**config.mk**
```make
export PLATFORM = sky130hd
export DESIGN_NAME = cdr_pi_sweep_ctrl
export DESIGN_NICKNAME = d
export VERILOG_FILES = /design/src/rtl/cdr_pi_sweep_ctrl_pkg.sv /design/src/rtl/cdr_err_window_cnt.sv /design/src/rtl/cdr_pi_sweep_ctrl.sv
export SDC_FILE = /design/constraint.sdc
export NUM_CORES = 1
export LEC_CHECK = 0
export ABC_AREA = 1
export CAP_MARGIN = 25
export CORE_ASPECT_RATIO = 0.75
export CORE_MARGIN = 10
export CORE_UTILIZATION = 55
export DETAILED_ROUTE_END_ITERATION = 8
export PLACE_DENSITY = 0.78
export SETUP_SLACK_MARGIN = 0.5
export SLEW_MARGIN = 20
export SYNTH_ARGS = -nofsm -noshare
export SYNTH_HDL_FRONTEND = slang
export SYNTH_SLANG_ARGS = --single-unit
```
**constraint.sdc**
```tcl
create_clock -name clk -period 2.9 [get_ports clk]
set_input_delay 0.29 -clock clk [delete_from_list [all_inputs] [get_ports clk]]
set_output_delay 0.29 -clock clk [all_outputs]
set_load 0.02 [all_outputs]
```
**src/rtl/cdr_pi_sweep_ctrl_pkg.sv**
```systemverilog
// cdr_pi_sweep_ctrl_pkg: shared PI/ADC widths and the eye-sweep FSM state encoding.
package cdr_pi_sweep_ctrl_pkg;
    localparam int Npi = 8;
    localparam int Nadc = 8;
    typedef enum logic [2:0] {IDLE, SETTLE, DWELL, EVAL, FINISH, HOLD} sweep_state_t;
endpackage

```
**src/rtl/cdr_err_window_cnt.sv**
```systemverilog
// cdr_err_window_cnt: counts checker errors over a dwell window with a saturating counter.
module cdr_err_window_cnt #(
    parameter int DWELL_W = 16,
    parameter int ERR_W = 16
) (
    input  logic               clk,
    input  logic               rstb,
    input  logic               clear,
    input  logic               enable,
    input  logic               err_pulse,
    input  logic [DWELL_W-1:0] dwell_len,
    output logic [ERR_W-1:0]   count,
    output logic               window_done
);
    logic [DWELL_W-1:0] cyc;
    logic [DWELL_W-1:0] last;
    // a zero dwell behaves as a one-cycle window
    assign last = (dwell_len == '0) ? '0 : dwell_len - DWELL_W'(1);
    assign window_done = enable && (cyc == last);
    always_ff @(posedge clk or negedge rstb) begin
        if (!rstb) begin
            cyc <= '0;
            count <= '0;
        end else if (clear) begin
            cyc <= '0;
            count <= '0;
        end else if (enable) begin
            cyc <= cyc + DWELL_W'(1);
            if (err_pulse && count != '1) count <= count + ERR_W'(1);
        end
    end
endmodule

```
**src/rtl/cdr_pi_sweep_ctrl.sv**
```systemverilog
// cdr_pi_sweep_ctrl: sweeps the external PI code, counts errors per code and parks the PI
// at the centre of the widest error-free window; otherwise passes JTAG debug values through.
module cdr_pi_sweep_ctrl
    import cdr_pi_sweep_ctrl_pkg::*;
#(
    parameter int DWELL_W = 16,
    parameter int ERR_W = 16,
    parameter int SETTLE_CYC = 8
) (
    input  logic                   clk,
    input  logic                   rstb,
    input  logic                   start,
    input  logic                   abort,
    input  logic [DWELL_W-1:0]     dwell_len,
    input  logic [ERR_W-1:0]       err_thresh,
    input  logic [Npi-1:0]         step,
    input  logic                   err_pulse,
    input  logic                   jtag_sel_ext_pi,
    input  logic [Npi-1:0]         jtag_pi_ctl_ext,
    input  logic                   jtag_sel_ext_pd_offset,
    input  logic signed [Nadc-1:0] jtag_pd_offset_ext,
    output logic                   sel_ext_pi,
    output logic [Npi-1:0]         pi_ctl_ext,
    output logic                   sel_ext_pd_offset,
    output logic signed [Nadc-1:0] pd_offset_ext,
    output logic                   busy,
    output logic                   done,
    output logic                   eye_valid,
    output logic [Npi-1:0]         eye_left,
    output logic [Npi-1:0]         eye_right,
    output logic [Npi-1:0]         eye_center
);
    localparam int SW = (SETTLE_CYC > 1) ? $clog2(SETTLE_CYC) : 1;

    sweep_state_t       state;
    logic [SW-1:0]      settle_cnt;
    logic [Npi-1:0]     code, step_q, cur_left, best_left, best_right, best_center, run_left;
    logic [Npi:0]       cur_len, best_len, run_len, nxt_sum;
    logic [DWELL_W-1:0] dwell_q;
    logic [ERR_W-1:0]   thr_q, err_cnt;
    logic               window_done, is_open;

    cdr_err_window_cnt #(.DWELL_W(DWELL_W), .ERR_W(ERR_W)) u_cnt (
        .clk        (clk),
        .rstb       (rstb),
        .clear      (state != DWELL),
        .enable     (state == DWELL),
        .err_pulse  (err_pulse),
        .dwell_len  (dwell_q),
        .count      (err_cnt),
        .window_done(window_done)
    );

    assign is_open = err_cnt <= thr_q;
    assign run_len = cur_len + (Npi+1)'(1);
    assign run_left = (cur_len == '0) ? code : cur_left;
    // carry bit of the next code marks the end of the PI range
    assign nxt_sum = {1'b0, code} + {1'b0, (step_q == '0) ? Npi'(1) : step_q};
    assign best_center = best_left + ((best_right - best_left) >> 1);

    always_ff @(posedge clk or negedge rstb) begin
        if (!rstb) begin
            state <= IDLE;
            settle_cnt <= '0;
            code <= '0;
            step_q <= '0;
            dwell_q <= '0;
            thr_q <= '0;
            cur_len <= '0;
            cur_left <= '0;
            best_len <= '0;
            best_left <= '0;
            best_right <= '0;
            sel_ext_pi <= 1'b0;
            pi_ctl_ext <= '0;
            sel_ext_pd_offset <= 1'b0;
            pd_offset_ext <= '0;
            busy <= 1'b0;
            done <= 1'b0;
            eye_valid <= 1'b0;
            eye_left <= '0;
            eye_right <= '0;
            eye_center <= '0;
        end else begin
            sel_ext_pi <= jtag_sel_ext_pi;
            pi_ctl_ext <= jtag_pi_ctl_ext;
            sel_ext_pd_offset <= jtag_sel_ext_pd_offset;
            pd_offset_ext <= jtag_pd_offset_ext;
            done <= 1'b0;
            if (abort && state != FINISH) begin
                state <= IDLE;
                busy <= 1'b0;
            end else if (start && (state == IDLE || state == HOLD)) begin
                state <= SETTLE;
                busy <= 1'b1;
                code <= '0;
                settle_cnt <= '0;
                dwell_q <= dwell_len;
                thr_q <= err_thresh;
                step_q <= step;
                cur_len <= '0;
                cur_left <= '0;
                best_len <= '0;
                best_left <= '0;
                best_right <= '0;
                sel_ext_pi <= 1'b1;
                pi_ctl_ext <= '0;
            end else begin
                case (state)
                    SETTLE: begin
                        sel_ext_pi <= 1'b1;
                        pi_ctl_ext <= code;
                        settle_cnt <= settle_cnt + SW'(1);
                        if (settle_cnt == SW'(SETTLE_CYC - 1)) state <= DWELL;
                    end
                    DWELL: begin
                        sel_ext_pi <= 1'b1;
                        pi_ctl_ext <= code;
                        if (window_done) state <= EVAL;
                    end
                    EVAL: begin
                        sel_ext_pi <= 1'b1;
                        cur_len <= is_open ? run_len : '0;
                        cur_left <= run_left;
                        // strictly longer only, so the first of tied runs is kept
                        if (is_open && run_len > best_len) begin
                            best_len <= run_len;
                            best_left <= run_left;
                            best_right <= code;
                        end
                        if (nxt_sum[Npi]) begin
                            state <= FINISH;
                            busy <= 1'b0;
                            pi_ctl_ext <= code;
                        end else begin
                            state <= SETTLE;
                            code <= nxt_sum[Npi-1:0];
                            settle_cnt <= '0;
                            pi_ctl_ext <= nxt_sum[Npi-1:0];
                        end
                    end
                    FINISH: begin
                        state <= HOLD;
                        done <= 1'b1;
                        eye_valid <= best_len != '0;
                        eye_left <= best_left;
                        eye_right <= best_right;
                        eye_center <= best_center;
                        if (best_len != '0) begin
                            sel_ext_pi <= 1'b1;
                            pi_ctl_ext <= best_center;
                        end
                    end
                    HOLD: begin
                        if (eye_valid) begin
                            sel_ext_pi <= 1'b1;
                            pi_ctl_ext <= eye_center;
                        end
                    end
                    default: state <= IDLE;
                endcase
            end
        end
    end
endmodule

```
# --- After elaboration in Yosys (flattened, before gate mapping) ---
# Index checks and enable logic that the tools add are counted.
# W data, S select, Z words.
classes:
  n_addsub: 8
  magnitude_cmp: 2
  eq_ne: 14
  muxes: 51
  bitwise_logic: 2
  reduce_logical: 28
op_table:
  columns: ["operator", "count"]
  rows:
  - ["$mux W8", 17]
  - ["$mux W16", 6]
  - ["$mux W9", 6]
  - ["$add A16 B1 Y16 const B", 2]
  - ["$pmux W8 S4", 1]
  - ["$mux W3", 7]
  - ["$eq A16 B16 Y1", 1]
  - ["$le A16 B16 Y1", 1]
  - ["$logic_not A16 Y1", 1]
  - ["$ne A16 B16 Y1 const B", 1]
  - ["$sub A16 B1 Y16 const B", 1]
  - ["$pmux W3 S5", 1]
  - ["$reduce_and A3 Y1", 4]
  - ["$mux W1", 11]
  - ["$add A8 B8 Y9", 1]
  - ["$add A9 B1 Y9 const B", 1]
  - ["$eq A3 B3 Y1 const B", 3]
  - ["$gt A9 B9 Y1", 1]
  - ["$logic_not A9 Y1", 1]
  - ["$reduce_bool A3 Y1", 3]
  - ["$reduce_bool A9 Y1", 1]
  - ["$add A8 B7 Y8", 1]
  - ["$logic_not A8 Y1", 1]
  - ["$ne A4 B4 Y1 const B", 2]
  - ["16 further kinds", 30]
totals:
  reg_bits: 173
  word_cells: 128

# --- Logic depth before layout (Yosys ltp) ---
depth:
  word_depth: 8
  mapped_depth: 20
  ltp_nobuf: 20

# --- By module ---
# Synthesis repeated with hierarchy kept, for this count alone.
hier_totals:
  hier_cells: 1381
  hier_area_um2: 10292.4
modules_own_cells:
  columns: ["module", "instances", "cells_each", "area_each_um2", "seq_area_each_um2"]
  rows:
  - ["cdr_pi_sweep_ctrl", 1, 1007, 7803.7, 3528.4]
  - ["cdr_err_window_cnt", 1, 374, 2488.6, 800.8]

# --- Least setup slack after synthesis ---
# OpenSTA, ideal clock, no wires.
synth_timing:
  path_type: "reg-to-reg"
  start: "register best_left[2]"
  end: "register pi_ctl_ext[7]"
  setup_time_ns: 0.116
  arrival_ns: 2.591
  required_time_ns: 2.784
  path_slack_ns: 0.193
  stages_incl_launch_ff: 18
  path_cell_list: "dfrtp_1 > inv_1 > ha_1 > nand2_1 > o21ai_0 > a21oi_1 > o21ai_0 > a21o_1 > a21oi_1 > xor2_1 > ha_1 > a21oi_1 > o21ai_0 > xor2_1 > nand2_1 > nand3_1 > nand2_1 > nand2_1"
synth_between:
  elab_chain_len: 6
synth_lines:
  columns: ["element", "line_no", "text"]
  rows:
  - ["start: declaration", "cdr_pi_sweep_ctrl.sv:37", "logic [Npi-1:0] code, step_q, cur_left, best_left, best_right, best_center, run_left;"]
  - ["start signal: assignment", "cdr_pi_sweep_ctrl.sv:128", "best_left <= run_left;"]
  - ["$sub A8 B8 Y8", "cdr_pi_sweep_ctrl.sv:59", "assign best_center = best_left + ((best_right - best_left) >> 1);"]
  - ["$add A8 B7 Y8 (*)", "cdr_pi_sweep_ctrl.sv:59", null]
  - ["$mux W8 (*)", "cdr_pi_sweep_ctrl.sv:149", "if (best_len != '0) begin"]
  - ["$pmux W8 S4 (*)", "cdr_pi_sweep_ctrl.sv:109", "case (state)"]
  - ["$mux W8 (*)", "cdr_pi_sweep_ctrl.sv:93", "end else if (start && (state == IDLE || state == HOLD)) begin"]
  - ["$mux W8 (*)", "cdr_pi_sweep_ctrl.sv:90", "if (abort && state != FINISH) begin"]
  - ["end signal: assignment", "cdr_pi_sweep_ctrl.sv:112", "pi_ctl_ext <= code;"]
  - ["end signal: assignment", "cdr_pi_sweep_ctrl.sv:151", "pi_ctl_ext <= best_center;"]
  - ["end signal: assignment", "cdr_pi_sweep_ctrl.sv:157", "pi_ctl_ext <= eye_center;"]
  - ["end: declaration", "cdr_pi_sweep_ctrl.sv:23", "output logic [Npi-1:0] pi_ctl_ext,"]
# Every way passes the cells marked *; elsewhere a longest branch is shown, timed or not.
# A chain may end at the register's enable or synchronous reset.

# --- Worst setup path after layout ---
layout_timing:
  start: "register best_right[0]"
  end: "register pi_ctl_ext[6]"
layout_between:
  elab_chain_len: 6
layout_lines:
  columns: ["element", "line_no", "text"]
  rows:
  - ["start: declaration", "cdr_pi_sweep_ctrl.sv:37", null]
  - ["start signal: assignment", "cdr_pi_sweep_ctrl.sv:129", "best_right <= code;"]
  - ["$sub A8 B8 Y8", "cdr_pi_sweep_ctrl.sv:59", null]
  - ["$add A8 B7 Y8", "cdr_pi_sweep_ctrl.sv:59", null]
  - ["$mux W8", "cdr_pi_sweep_ctrl.sv:149", null]
  - ["$pmux W8 S4", "cdr_pi_sweep_ctrl.sv:109", null]
  - ["$mux W8", "cdr_pi_sweep_ctrl.sv:93", null]
  - ["$mux W8", "cdr_pi_sweep_ctrl.sv:90", null]
# No other way between the ends.

==> results.yml <==
placement:
  place_area_um2: 11400
  io_buffers: 107
  dp.cells: 1608
  dp_hpwl_mm: 19.9
  gp_congestion: 0.954
sta:
  skew_ns: 0.0155
  finalCriticalPeriod_ns: 2.92
  fmax_mhz: 343
  setup_slack_ns: -0.0153
  finalCritPeriodShare_pct: 101
  rsz0062_at_grt: "yes"
  max-slew-margin-rel_pct: 53.8
  tightestPinTransition_ns: 0.692
  setup_viol: 1
  drv_slew: 0
  finalHoldViolations: 0
grt:
  grt_pass1_vias: 9262
  overflow: 0
  grt_max_degree: 80
  antenna_found_initial: 0
  grt_pass1_wl_mm: 47.8
  grt.total_usage_pct: 24.6
synth:
  yosysSeqAreaShare_pct: 43.6
  synth_ff_type: "dfrtp_1"
  synth_warnings: 0
  synthCells: 1276
  synthesis.area_um2: 9930
  synth_edf_count: 0
  async_reset_ff_share_pct: 100
  synth_area_leaders: "dfrtp_1 44%, nand2_1 13%, ha_1 6.8%"
  yosys.cell_count.top_type: "nand2_1"
  synth_top_area_share_pct: 43.6
  yosysUniqueCellTypes: 49
  syn_area_per_cell_um2: 7.78
  synth_seq_cells: 173
  syn-num-nets: 1396
  synth_top_area_cell: "dfrtp_1"
  synth.top_cells.by_count: "340 x nand2_1, 173 x dfrtp_1, 144 x inv_1"
floorplan:
  die_w_um: 175
  core_area_um2: 17700
  dieArea_um2: 23900
  fp.dieH_um: 136
  row_count: 42
  initial_utilization_pct: 56.1
  num_io_pins: 108
layout:
  final_cell_count_no_fill: 1710
  multiInputGateArea_um2: 5600
  n_fill_cell: 1197
  seqCellArea_um2: 4330
  synthToLayoutAreaGrowth_pct: 34.6
  final_area_um2: 13400
  antenna_cells: 0
  final_layout_size_suffix_gt1_share_pct: 21.2
  layout.nets: 1576
power_and_ir_drop:
  cellPowerDensity_nw_per_um2: 1020
  ir_worst_vdd_mv: 0.872
  power_leakage_uw: 0.00640
clock_network:
  htreeDepth: 4
  cts_tree: "yes"
  clk_pin_slew_ns: 0.07
  numCtsBuffers: 17
  clock_sinks: 173
  clockBufferDepth: 2
  clkLatencyLatePin_ns: 0.45
  cts_root_buf: "clkbuf_16"
route:
  post_drt_wl_per_cell_um: 18.8
  vias: 10000
  vias_per_cell: 5.86
  wirelength_mm: 32.2
  ant_nets: 0
  drt_iter0_drc: 1254
  drt-pass1-iter-count: 6
  drc: 0
critical_path:
  cp-end-kind: "flip-flop"
  critical_path_class: "flip-flop to flip-flop"
  start_kind: "flip-flop"
  arrival_ns: 3.24
  worstPathMaxFanout: 5
  cp_data_required_time_ns: 3.22
job:
  cap_violations: 0
outcome:
  violations: "setup timing"
  outcome: "finished, violations left"
worst_hold_path:
  hp-class: "input pin to flip-flop"
[where the power goes]
part           internal (uW)  total (uW)  switching (uW)
clock                   1320        2340            1030
sequential              3040        3640             597
combinational           3160        7670            4510
[cell type report]
class	instances	share of cell area, %
Sequential cell	173	32.4
Clock buffer	19	3.39
Timing Repair Buffer	197	14.5
Inverter	153	4.49
Multi-Input combinational cell	914	41.9
Tap cell	242	2.27
Clock inverter	12	1.03
[flip-flops by register name (all words and copies together) (netlist names)]
register	cells
sel_ext_pd_offset	1
best_len	9
u_cnt.cyc	16
eye_right	8
dwell_q	16
eye_center	8
thr_q	16
settle_cnt	3
sel_ext_pi	1
step_q	8
state	3
code	8
best_left	8
cur_len	9
cur_left	8
eye_left	8
u_cnt.count	16
pd_offset_ext	8
done	1
eye_valid	1
pi_ctl_ext	8
best_right	8
busy	1
[cells by family after synthesis]
group,Yosys count,share of synthesized area [%]
flops,173,43.6
compound gates,209,11.4
buf+inv,190,7.76
fa+ha+maj,57,7.41
simple gates,614,26.6
mux,12,1.36
xor+xnor,21,1.85
[path summary, 6_finish.rpt]
path	cells after the start	start	to	slack, ns
min in group asynchronous	2	rstb	eye_left[6]	0.32
worst max register to register	18	best_right[0]	pi_ctl_ext[6]	-0.02
max in group asynchronous	3	rstb	step_q[2]	1.77
worst min-delay path	1	jtag_pd_offset_ext[0]	pd_offset_ext[0]	0.29
worst max-delay path	18	best_right[0]	pi_ctl_ext[6]	-0.02
worst min register to register	2	eye_right[6]	eye_right[6]	0.48
[worst max-delay path, stage by stage, from the launching register on]
cell and delay, ns:
dfrtp_2 0.45, nor2_4 0.14, inv_2 0.06, fa_2 0.43, nand3_2 0.12, nand3_1 0.09, nand2_1 0.10, inv_1 0.07
ha_4 0.32, nand2_2 0.09, o21ai_4 0.18, nand2_1 0.09, nand2_1 0.10, a21oi_2 0.08, xnor2_2 0.14, a21oi_1 0.13
nand2_1 0.08, nand2_1 0.07, nand2_1 0.06
[timing repair]
item | CTS | global route
hold endpoints to repair | 41 | 0
setup endpoints to repair | 49 | 63
gates cloned | 3 | 2
resized for setup | 96 | 109
pin swaps | 32 | 49
buffers inserted | 42 | 23
hold buffers | 1 | 0
[placed cells by master, fill, tap and decap left out, types with 17 or more instances in the layout]
cell type        count
inv_1              135
nand2_2             34
nand4_1             18
dfrtp_1            169
a21oi_1             80
nor2_1             109
nor3_1              18
clkbuf_16           18
buf_4               72
o21ai_1             17
nand2_1            293
nand3_1             62
o21ai_0             51
ha_1                43
clkdlybuf4s50_1    106
nand2_4             19
[through the flow]
| step | hold WS, ns | setup WS [ns] | util, % | TNS (ns) | power [uW] |
|---|---|---|---|---|---|
| global route | 0.274 | -0.126 | 75.5 | -0.333 | 14400 |
| floorplan | -0.00559 | 0.423 | - | 0 | 7360 |
| global placement | 0.237 | 0.114 | 64.2 | 0 | 8780 |
| detailed placement | 0.235 | 0.110 | 64.2 | 0 | 8920 |
| CTS | 0.279 | 0.202 | 71.8 | 0 | 12400 |
| finish | 0.286 | -0.0153 | 75.5 | -0.0153 | 13600 |
[metal layers]
layer / global-route usage [%] / wire length, um / share of wire (%) / vias up
met5: 0 / 0 / 0 / -
met4: 6.58 / 846 / 2.6 / 0
met3: 6.40 / 3560 / 11 / 121
met2: 37.4 / 14400 / 45 / 659
met1: 34.1 / 13400 / 42 / 4726
li1: - / - / - / 4521
Note: power is estimated with default switching activity, not from simulation.
